## config.mk

```make
export PLATFORM = sky130hd
export DESIGN_NAME = bram_copy_engine_flat
export DESIGN_NICKNAME = d
export VERILOG_FILES = /design/src/rtl/bram_copy_engine_if.sv /design/src/rtl/bram_copy_engine.sv /design/src/flat_wrapper.sv
export SDC_FILE = /design/constraint.sdc
export NUM_CORES = 1
export LEC_CHECK = 0
export ABC_AREA = 0
export CAP_MARGIN = 20
export CORE_AREA = 2 2 104 106
export CTS_CLUSTER_DIAMETER = 50
export CTS_CLUSTER_SIZE = 40
export DETAILED_ROUTE_END_ITERATION = 8
export DIE_AREA = 0 0 106 108
export HOLD_SLACK_MARGIN = 0.1
export PLACE_DENSITY = 0.76
export SETUP_SLACK_MARGIN = 0.02
export SYNTH_ARGS = -nofsm -noshare
export SYNTH_HDL_FRONTEND = slang
export SYNTH_SLANG_ARGS = --single-unit
```

## constraint.sdc

```tcl
create_clock -name clk -period 4.3 [get_ports clk]
set_input_delay 0.86 -clock clk [delete_from_list [all_inputs] [get_ports clk]]
set_output_delay 0.86 -clock clk [all_outputs]
set_load 0.01 [all_outputs]
```

## src/rtl/bram_copy_engine_if.sv

```systemverilog
// ----------------------------------------------------------------------------
// bram_copy_engine_if
// Memory-side bus between the copy engine and a dual-port block RAM.
// Port 0 is used read-only, port 1 write-only.
//   clk_en, singleportmode        : static RAM configuration
//   port_en_0, wr_en_0            : port 0 enable / write enable
//   addr_in_0, data_in_0          : port 0 address / write data
//   data_out_0                    : port 0 read data (from the RAM)
//   port_en_1, wr_en_1            : port 1 enable / write enable
//   addr_in_1, data_in_1          : port 1 address / write data
// Modports: master = copy engine, slave = RAM.
// ----------------------------------------------------------------------------
interface bram_copy_engine_if #(
  parameter int DWIDTH = 8,
  parameter int ADDR_W = 8
);
  logic              clk_en;
  logic              singleportmode;
  logic              port_en_0;
  logic              wr_en_0;
  logic [ADDR_W-1:0] addr_in_0;
  logic [DWIDTH-1:0] data_in_0;
  logic [DWIDTH-1:0] data_out_0;
  logic              port_en_1;
  logic              wr_en_1;
  logic [ADDR_W-1:0] addr_in_1;
  logic [DWIDTH-1:0] data_in_1;

  modport master (
    output clk_en, singleportmode,
    output port_en_0, wr_en_0, addr_in_0, data_in_0,
    output port_en_1, wr_en_1, addr_in_1, data_in_1,
    input  data_out_0
  );

  modport slave (
    input  clk_en, singleportmode,
    input  port_en_0, wr_en_0, addr_in_0, data_in_0,
    input  port_en_1, wr_en_1, addr_in_1, data_in_1,
    output data_out_0
  );
endinterface

```

## src/rtl/bram_copy_engine.sv

```systemverilog
// ----------------------------------------------------------------------------
// bram_copy_engine
// Copies a block of words inside one dual-port RAM: reads through port 0,
// writes through port 1, one word per cycle. Overlapping copies are made
// safe by choosing the walk direction (memmove semantics).
//   clk, rst        : clock, synchronous active-high reset
//   start           : copy request, sampled only when idle
//   src_addr        : first source word
//   dst_addr        : first destination word
//   length          : word count, 0..DEPTH
//   busy            : copy in progress (RUN / DRAIN)
//   done, err       : one-cycle completion / rejection pulses
//   words_done      : words written in the current or last copy
//   mem             : RAM bus (bram_copy_engine_if.master)
// ----------------------------------------------------------------------------
module bram_copy_engine #(
  parameter int DWIDTH    = 8,
  parameter int DEPTH     = 256,
  parameter int ADDR_W    = 8,
  parameter int READ_SYNC = 1
) (
  input  logic                 clk,
  input  logic                 rst,
  input  logic                 start,
  input  logic [ADDR_W-1:0]    src_addr,
  input  logic [ADDR_W-1:0]    dst_addr,
  input  logic [ADDR_W:0]      length,
  output logic                 busy,
  output logic                 done,
  output logic                 err,
  output logic [ADDR_W:0]      words_done,
  bram_copy_engine_if.master   mem
);

  localparam logic [1:0] S_IDLE  = 2'd0;
  localparam logic [1:0] S_RUN   = 2'd1;
  localparam logic [1:0] S_DRAIN = 2'd2;
  localparam logic [1:0] S_FIN   = 2'd3;

  localparam logic [ADDR_W+1:0] DEPTH_L = (ADDR_W+2)'(DEPTH);

  logic [1:0]        state;
  logic [ADDR_W-1:0] rd_addr;
  logic [ADDR_W-1:0] wr_dst;
  logic [ADDR_W:0]   rem;
  logic              desc;
  logic              vld_p1;
  logic [ADDR_W-1:0] wr_addr_p1;

  logic [ADDR_W+1:0] src_end;
  logic [ADDR_W+1:0] dst_end;
  logic              reject;
  logic              trivial;
  logic              desc_n;
  logic              wr_fire;

  // Range checks carry two extra bits so addr+length cannot wrap.
  assign src_end = {2'b00, src_addr} + {1'b0, length};
  assign dst_end = {2'b00, dst_addr} + {1'b0, length};
  assign reject  = (src_end > DEPTH_L) || (dst_end > DEPTH_L);
  assign trivial = (length == '0) || (src_addr == dst_addr);
  // Destination starting inside the source range would overwrite unread
  // source words on an ascending walk, so walk from the top instead.
  assign desc_n  = (src_addr < dst_addr) && ({2'b00, dst_addr} < src_end);

  assign busy    = (state == S_RUN) || (state == S_DRAIN);
  assign wr_fire = (READ_SYNC != 0) ? vld_p1 : (state == S_RUN);

  always_ff @(posedge clk) begin
    if (rst) begin
      state      <= S_IDLE;
      done       <= 1'b0;
      err        <= 1'b0;
      words_done <= '0;
      vld_p1     <= 1'b0;
    end else begin
      done   <= 1'b0;
      err    <= 1'b0;
      vld_p1 <= (READ_SYNC != 0) && (state == S_RUN);
      if (wr_fire) words_done <= words_done + 1'b1;
      case (state)
        S_IDLE: begin
          if (start) begin
            words_done <= '0;
            if (reject) begin
              err <= 1'b1;
            end else if (trivial) begin
              state <= S_FIN;
              done  <= 1'b1;
            end else begin
              state <= S_RUN;
              desc  <= desc_n;
              rem   <= length;
              rd_addr <= desc_n ? src_addr + length[ADDR_W-1:0] - 1'b1 : src_addr;
              wr_dst  <= desc_n ? dst_addr + length[ADDR_W-1:0] - 1'b1 : dst_addr;
            end
          end
        end
        S_RUN: begin
          rd_addr <= desc ? rd_addr - 1'b1 : rd_addr + 1'b1;
          wr_dst  <= desc ? wr_dst - 1'b1 : wr_dst + 1'b1;
          rem     <= rem - 1'b1;
          if (rem == 1) begin
            if (READ_SYNC != 0) begin
              state <= S_DRAIN;
            end else begin
              state <= S_FIN;
              done  <= 1'b1;
            end
          end
        end
        S_DRAIN: begin
          state <= S_FIN;
          done  <= 1'b1;
        end
        default: state <= S_IDLE;
      endcase
    end
  end

  // Stage p1: destination of the word read last cycle (registered RAM read)
  always_ff @(posedge clk) begin
    wr_addr_p1 <= wr_dst;
  end

  always_comb begin
    mem.clk_en         = 1'b1;
    mem.singleportmode = 1'b0;
    mem.wr_en_0        = 1'b0;
    mem.data_in_0      = {DWIDTH{1'b0}};
    mem.port_en_0      = (state == S_RUN);
    mem.addr_in_0      = (state == S_RUN) ? rd_addr : '0;
    mem.port_en_1      = wr_fire;
    mem.wr_en_1        = wr_fire;
    mem.addr_in_1      = '0;
    mem.data_in_1      = '0;
    if (wr_fire) begin
      mem.addr_in_1 = (READ_SYNC != 0) ? wr_addr_p1 : wr_dst;
      mem.data_in_1 = mem.data_out_0;
    end
  end

endmodule

```

## src/flat_wrapper.sv

```systemverilog
// flat-port wrapper written by rule: the top's interface ports become plain ports
module bram_copy_engine_flat 
#(
  parameter int DWIDTH    = 8,
  parameter int DEPTH     = 256,
  parameter int ADDR_W    = 8,
  parameter int READ_SYNC = 1
)
  (clk, rst, start, src_addr, dst_addr, length, busy, done, err, words_done, mem_clk_en, mem_singleportmode, mem_port_en_0, mem_wr_en_0, mem_addr_in_0, mem_data_in_0, mem_port_en_1, mem_wr_en_1, mem_addr_in_1, mem_data_in_1, mem_data_out_0);
  bram_copy_engine_if #(.DWIDTH(DWIDTH), .ADDR_W(ADDR_W)) mem_i ();
  input  logic clk;
  input  logic rst;
  input  logic start;
  input  logic [ADDR_W-1:0] src_addr;
  input  logic [ADDR_W-1:0] dst_addr;
  input  logic [ADDR_W:0] length;
  output logic busy;
  output logic done;
  output logic err;
  output logic [ADDR_W:0] words_done;
  output wire logic [$bits(mem_i.clk_en)-1:0] mem_clk_en;
  output wire logic [$bits(mem_i.singleportmode)-1:0] mem_singleportmode;
  output wire logic [$bits(mem_i.port_en_0)-1:0] mem_port_en_0;
  output wire logic [$bits(mem_i.wr_en_0)-1:0] mem_wr_en_0;
  output wire logic [$bits(mem_i.addr_in_0)-1:0] mem_addr_in_0;
  output wire logic [$bits(mem_i.data_in_0)-1:0] mem_data_in_0;
  output wire logic [$bits(mem_i.port_en_1)-1:0] mem_port_en_1;
  output wire logic [$bits(mem_i.wr_en_1)-1:0] mem_wr_en_1;
  output wire logic [$bits(mem_i.addr_in_1)-1:0] mem_addr_in_1;
  output wire logic [$bits(mem_i.data_in_1)-1:0] mem_data_in_1;
  input wire logic [$bits(mem_i.data_out_0)-1:0] mem_data_out_0;
  assign mem_clk_en = mem_i.clk_en;
  assign mem_singleportmode = mem_i.singleportmode;
  assign mem_port_en_0 = mem_i.port_en_0;
  assign mem_wr_en_0 = mem_i.wr_en_0;
  assign mem_addr_in_0 = mem_i.addr_in_0;
  assign mem_data_in_0 = mem_i.data_in_0;
  assign mem_port_en_1 = mem_i.port_en_1;
  assign mem_wr_en_1 = mem_i.wr_en_1;
  assign mem_addr_in_1 = mem_i.addr_in_1;
  assign mem_data_in_1 = mem_i.data_in_1;
  assign mem_i.data_out_0 = mem_data_out_0;
  bram_copy_engine #(.DWIDTH(DWIDTH), .DEPTH(DEPTH), .ADDR_W(ADDR_W), .READ_SYNC(READ_SYNC)) u_core (.clk(clk), .rst(rst), .start(start), .src_addr(src_addr), .dst_addr(dst_addr), .length(length), .busy(busy), .done(done), .err(err), .words_done(words_done), .mem(mem_i));
endmodule
```

; Yosys cells after proc, flatten, opt, wreduce, memory -nomap -nowiden
; Cells that the tools add are included.
[totals]
regBits = 48
latchBits = 0
ramBits = 0
romBits = 0
in_bits = 36
output_inout_bits = 50
wordCells = 82
mem_count = 0
[classes]
n_addsub = 12
n_mul = 0
n_div = 0
n_lt_le_gt_ge = 4
eq_ne = 8
shift = 0
mux = 32
bitwise = 5
n_reduce_logical = 11
[op_table]
columns = cell, count
row1 = $mux W8, 13
row2 = $mux W9, 6
row3 = $pmux W8 S2, 2
row4 = $sub A8 B1 Y8 const B, 4
row5 = $add A8 B9 Y10, 2
row6 = $gt A10 B9 Y1 const B, 2
row7 = $pmux W9 S2, 1
row8 = $add A8 B1 Y8 const B, 2
row9 = $add A8 B8 Y8, 2
row10 = $lt A8 B10 Y1, 1
row11 = $reduce_and A5 Y1, 2
row12 = $add A9 B1 Y9 const B, 1
row13 = $eq A9 B1 Y1 const B, 1
row14 = $logic_not A9 Y1, 1
row15 = $sub A9 B1 Y9 const B, 1
row16 = $eq A8 B8 Y1, 1
row17 = $lt A8 B8 Y1, 1
row18 = $mux W2, 4
row19 = $ne A2 B2 Y1 const B, 3
row20 = $pmux W2 S3, 1
row21 = $not A1 Y1, 5
row22 = $mux W1, 4
row23 = $logic_or A1 B1 Y1, 3
row24 = $reduce_and A3 Y1, 1
row25 = 8 further kinds, 8

; Logic depth before layout (Yosys ltp)
[depth]
word_depth = 8
ltp_mapped = 17
depth_no_buf = 15

; Least setup slack after synthesis
; Ideal clock, no wire load.
[synth_timing]
path_type = input to register
from = input dst_addr[0]
to = register u_core.rd_addr[0], enable pin
setup_ns = 0.415
arrival_time_ns = 4.077
t_required_ns = 3.885
path_slack_ns = -0.192
path_stages = 10
path_buffers = 0
path_cell_list = ha_1 > fa_1 > or2_2 > a2111oi_2 > o311ai_1 > nor4_2 > a21oi_1 > o21ai_2 > nand4_1 > a21oi_1
[synth_via]
elab_chain_cells = 5
elab_cells_between_ends = 8
classes_between = add/sub (1) / order compare (1) / eq/ne (3) / reduce/logical (3)
[synth_rtl]
columns = item, line
row1 = "start, declared", flat_wrapper.sv:15  ; input logic [ADDR_W-1:0] dst_addr;
row2 = $add A8 B9 Y10, bram_copy_engine.sv:59  ; assign dst_end = {2'b00, dst_addr} + {1'b0, length};
row3 = $gt A10 B9 Y1, bram_copy_engine.sv:60  ; assign reject = (src_end > DEPTH_L) || (dst_end > DEPTH_L);
row4 = $logic_or A1 B1 Y1, bram_copy_engine.sv:60
row5 = $ne A2 B2 Y1 (no source line), --
row6 = $reduce_and A5 Y1 (no source line) *, --
row7 = "end signal, assigned", bram_copy_engine.sv:94  ; rd_addr <= desc_n ? src_addr + length[ADDR_W-1:0] - 1'b1 : src_addr;
row8 = "end signal, assigned", bram_copy_engine.sv:100  ; rd_addr <= desc ? rd_addr - 1'b1 : rd_addr + 1'b1;
row9 = "end, declared", bram_copy_engine.sv:43  ; logic [ADDR_W-1:0] rd_addr;
; Mark *: on every way between the ends. The rest lies on a longest branch, timed or not.
; A chain may end at the register's enable or synchronous reset.

; Worst setup path in the final report
[layout_timing]
from = input src_addr[0]
to = register u_core.wr_dst[5] (data pin)
[layout_via]
elab_chain_cells = 8
elab_cells_between_ends = 9
classes_between = add/sub (1) / order compare (2) / mux (5) / reduce/logical (1)
[layout_rtl]
columns = item, line
row1 = "start, declared", flat_wrapper.sv:14  ; input logic [ADDR_W-1:0] src_addr;
row2 = $add A8 B9 Y10, bram_copy_engine.sv:58  ; assign src_end = {2'b00, src_addr} + {1'b0, length};
row3 = $lt A8 B10 Y1, bram_copy_engine.sv:64  ; assign desc_n = (src_addr < dst_addr) && ({2'b00, dst_addr} < src_end);
row4 = $logic_and A1 B1 Y1 *, bram_copy_engine.sv:64
row5 = $mux W8 *, bram_copy_engine.sv:95  ; wr_dst <= desc_n ? dst_addr + length[ADDR_W-1:0] - 1'b1 : dst_addr;
row6 = $mux W8 *, bram_copy_engine.sv:87  ; end else if (trivial) begin
row7 = $mux W8 *, bram_copy_engine.sv:85  ; if (reject) begin
row8 = $mux W8 *, bram_copy_engine.sv:83  ; if (start) begin
row9 = $pmux W8 S2 *, bram_copy_engine.sv:81  ; case (state)
row10 = "end signal, assigned", bram_copy_engine.sv:95
row11 = "end signal, assigned", bram_copy_engine.sv:101  ; wr_dst <= desc ? wr_dst - 1'b1 : wr_dst + 1'b1;
row12 = "end, declared", bram_copy_engine.sv:44  ; logic [ADDR_W-1:0] wr_dst;
; Mark *: on every way between the ends. The rest lies on a longest branch, timed or not. The select of a mux whose other input is x is not followed.

==> summary.txt <==
Worst hold path
  – Hold wc startpoint: u_core.wr_dst[2]$_DFFE_PP_
  – Hold/Removal Path Class: reg2reg
  – WHS Path Cells: 0
  – Hold Path End: u_core.wr_addr_p1[2]$_DFF_P_

Detailed routing
  – Vias/cell: 5.24
  – # DRC: 0
  – Initial drt markers: 271
  – Post-route ant nets: 0
  – DR vias: roughly 4,200
  – Drt first pass iters: 4
  – Wirelength per Cell: 15.2 um
  – Post-Route WL: ~12 mm

Synth
  – Seq/Total Area, Yosys: about a quarter
  – Number of synthesized flops with an enable pin: 26
  – Cell count after synthesis: 567
  – Yosys cell types: between 60 and 70
  – Synth Area per Inst: about 8.7 um2
  – Simple-gate portion of the synthesized area: around 16%
  – Synth warnings: 0
  – Post-Synth XOR/XNOR Area: under 10%
  – Adder-cell share of the synthesized area: 21.7%
  – Synth Cell Area: a little under 5000 um2
  – Largest family of logic cells by synthesized area: adder cells
  – Most used DFF post-synth: edfxtp_1
  – Synth Area in Compound Gates: around a fifth
  – Post-synthesis mux area share: 0.660%
  – Ys async rst share: 0%
  – #FFs+latches synth: 48

Global route
  – Largest net degree at the start of global routing: slightly below 70
  – Number of global-route vias before repair: between 4,000 and 5,000
  – First-pass GRT wire length: approximately 20 mm
  – Initial antenna violation count: 0
  – All-layer global routing usage: between 20% and 30%
  – Total grt overflow: 0

Setup path
  – Critical Path AT: between 4 and 5 ns
  – Crit-path max FO: 12
  – Critical path type: in2reg
  – Crit path launch type: input port
  – Reg2reg setup slack: approximately 1.4 ns
  – Crit path required time: approximately 4.4 ns
  – FF-to-FF Start: u_core.desc$_DFFE_PP_
  – Worst setup EP type: register
  – Reg-to-Reg End: u_core.wr_dst[7]$_DFFE_PP_
  – R2r worst-path depth: 9

Timing
  – Fin. Hold Viols: 0
  – Setup violations, final: 0
  – Unrepaired setup endpoints after global routing: false
  – F_max: roughly 0.24 GHz
  – Max_slew headroom: about three fifths
  – Worst Slack Setup Final: between 0.2 and 0.25 ns
  – Min Tclk post-route: roughly 4 ns
  – Final Cycle Share: 95.0%
  – Slew Limit Fails: 0
  – Worst slew pin tran: between 0.6 and 0.7 ns
  – Worst Skew: 0.0124 ns

Power and ir drop
  – P per Cell Area: 346 nW/um2
  – Switching Fraction: between 30% and 40%
  – Total power: 2.14 mW
  – Peak supply drop: about 0.18 mV
  – Clock power frac: 16.1%
  – Leakage: 2.75 nW
  – Sequential power share: 29.1%
  – Int Pwr: around 1.3 mW
  – Psw: ~810 uW
  – Comb power frac: 54.8%

Final layout
  – Final Cell Area: 6190 um2
  – Register area: about 1200 um2
  – Final core utilization: between 60% and 70%
  – Layout cells sized above 1: about a tenth
  – Post-Layout Cell Count: ~810
  – Footprint of the multi-input gates: 3290 um2
  – Final #Nets: about 800
  – Area growth syn-to-layout: 25.4%
  – # diodes: 0
  – # fillers: slightly below 900

Floorplan
  – Ports: 86
  – Core Box Area: between 10,000 and 15,000 um2
  – Num rows: 37
  – Die Ht: 108 um
  – Die Area: between 10,000 and 15,000 um2
  – Die width: 106 um
  – Effective utilization at floorplan: around half

Place
  – Placed Area: ~6000 um2
  – IO buf count: 74
  – Detail Placement HPWL: 10.3 mm
  – Pre-CTS WS: -0.210 ns
  – GP Congestion: 0.918
  – Cells after DPL: 798

Run status
  – Status: finished, final reports clean

Clock tree
  – CTS resizes: 0
  – Clock-pin slew on the worst setup and hold paths: approximately 0.090 ns
  – CTS sink count: 48
  – Clk_lat worst skew: about 0.30 ns
  – Setup Buffers After CTS: 0
  – Max H-tree Level: 2
  – TritonCTS Buffers: 5
  – Root Buffer: clkbuf_8
  – CTS tree: done
  – Max clock buf depth: 2
  – # hold bufs at CTS: 0

Run
  – Maxcap violations: 0
[per-layer routing]
layer / track usage, % / vias up / part of all wire, % / wire (um)
met5: 0 / - / 0 / 0
met4: 9.21 / 0 / 3.5 / 428
met3: 2.53 / 25 / 5.7 / 695
met2: 38.4 / 119 / 46 / 5670
met1: 27.1 / 1930 / 44 / 5430
li1: - / 2153 / - / -
[logic make-up (layout without fill, tap and decap cells)]
kind of cell    count (synthesis)  after routing
mux                             3              3
compound gates                135            135
flops                          48             48
other cells                     2             11
fa+ha+maj                      82             82
xor+xnor                       46             46
buf+inv                       105            199
simple gates                  146            146
[cell type report]
| class | instances | share of cell area [%] |
|---|---|---|
| clock buffers | 7 | 1.92 |
| flip-flops and latches | 48 | 19.7 |
| clock inverters | 1 | 0.142 |
| inverters | 75 | 4.55 |
| repair buffers | 116 | 17.7 |
| well taps | 136 | 2.75 |
| multi-input cells | 423 | 53.2 |
[how the worst max path moves through the flow]
stage,startpoint,end,slack (ns),cells after the start
CTS,src_addr[0],u_core.wr_dst[7]$_DFFE_PP_,0.1,16
global route,length[0],u_core.rd_addr[6]$_DFFE_PP_,0.05,13
global placement,src_addr[0],u_core.wr_dst[7]$_DFFE_PP_,-0.12,16
finish,src_addr[0],u_core.wr_dst[5]$_DFFE_PP_,0.21,16
floorplan,dst_addr[0],u_core.rd_addr[0]$_DFFE_PP_,0.27,10
detailed placement,src_addr[0],u_core.wr_dst[7]$_DFFE_PP_,-0.21,16
[synth_stat cells (all sizes together) (7+ instances only)]
cell    number  area [um2]
ha          76         951
inv         75         282
nor2        49         184
a21oi       45         236
xnor2       29         254
edfxtp      26         781
and2        25         156
o21ai       24         124
dfxtp       22         440
buf         18         133
xor2        17         156
a21o        16         120
nor4        13        87.6
clkbuf      12        46.3
o21bai      12        93.8
a221o       10         100
nand2       10        37.5
nand4        9        56.3
nor2b        8        60.1
nand2b       7        43.8
[registers in the layout, summed over array words and instances (netlist names)]
register / cells
u_core.rd_addr: 8
u_core.desc: 1
u_core.wr_addr_p1: 8
u_core.rem: 9
u_core.words_done: 9
u_core.wr_dst: 8
u_core.mem.port_en_1: 1
u_core.done: 1
u_core.state: 2
u_core.err: 1
[power groups by stage]
stage	registers, mW	clock network, mW	logic [mW]
finish	0.622	0.345	1.17
global route	0.630	0.368	1.30
CTS	0.622	0.350	1.18
detailed placement	0.633	0	1.17
global placement	0.628	0	1.14
floorplan	0.618	0	0.795
[through the flow]
| step | setup TNS, ns | hold slack, ns |
|---|---|---|
| finish | 0 | 0.389 |
| global route | 0 | 0.404 |
| CTS | 0 | 0.391 |
| detailed placement | -3.71 | 0.369 |
| global placement | -1.53 | 0.369 |
| floorplan | 0 | 0.352 |
[cell usage in the layout, fill, tap and decap left out, types with 4 or more instances in the layout]
| master | count |
|---|---|
| nor2_1 | 49 |
| a221o_1 | 10 |
| a211oi_1 | 4 |
| buf_4 | 39 |
| conb_1 | 11 |
| nor2b_1 | 6 |
| nand2_1 | 10 |
| a21o_1 | 16 |
| or3_1 | 5 |
| inv_1 | 75 |
| xnor2_1 | 29 |
| o21ai_0 | 20 |
| fa_1 | 5 |
| nor3_1 | 6 |
| nand4_1 | 9 |
| nand2b_1 | 7 |
| clkbuf_8 | 5 |
| and2_1 | 25 |
| dfxtp_1 | 22 |
| o21bai_1 | 11 |
| a21oi_1 | 43 |
| ha_1 | 75 |
| clkdlybuf4s50_1 | 74 |
| edfxtp_1 | 26 |
| xor2_1 | 16 |
| o311ai_1 | 6 |
| nor4_1 | 12 |
[critical path, stage by stage]
cell and delay, ns:
clkdlybuf4s50_1 0.52, ha_1 0.20, inv_1 0.06, fa_2 0.36, nor2b_4 0.13, o21ai_0 0.08
a21o_1 0.18, ha_1 0.28, and2_1 0.14, o21ai_0 0.14, o21ai_1 0.12, o31ai_4 0.22
a211oi_4 0.10, or2_1 0.25, buf_12 0.15, a221o_1 0.32
No activity file was read; power rests on OpenSTA's default activity.
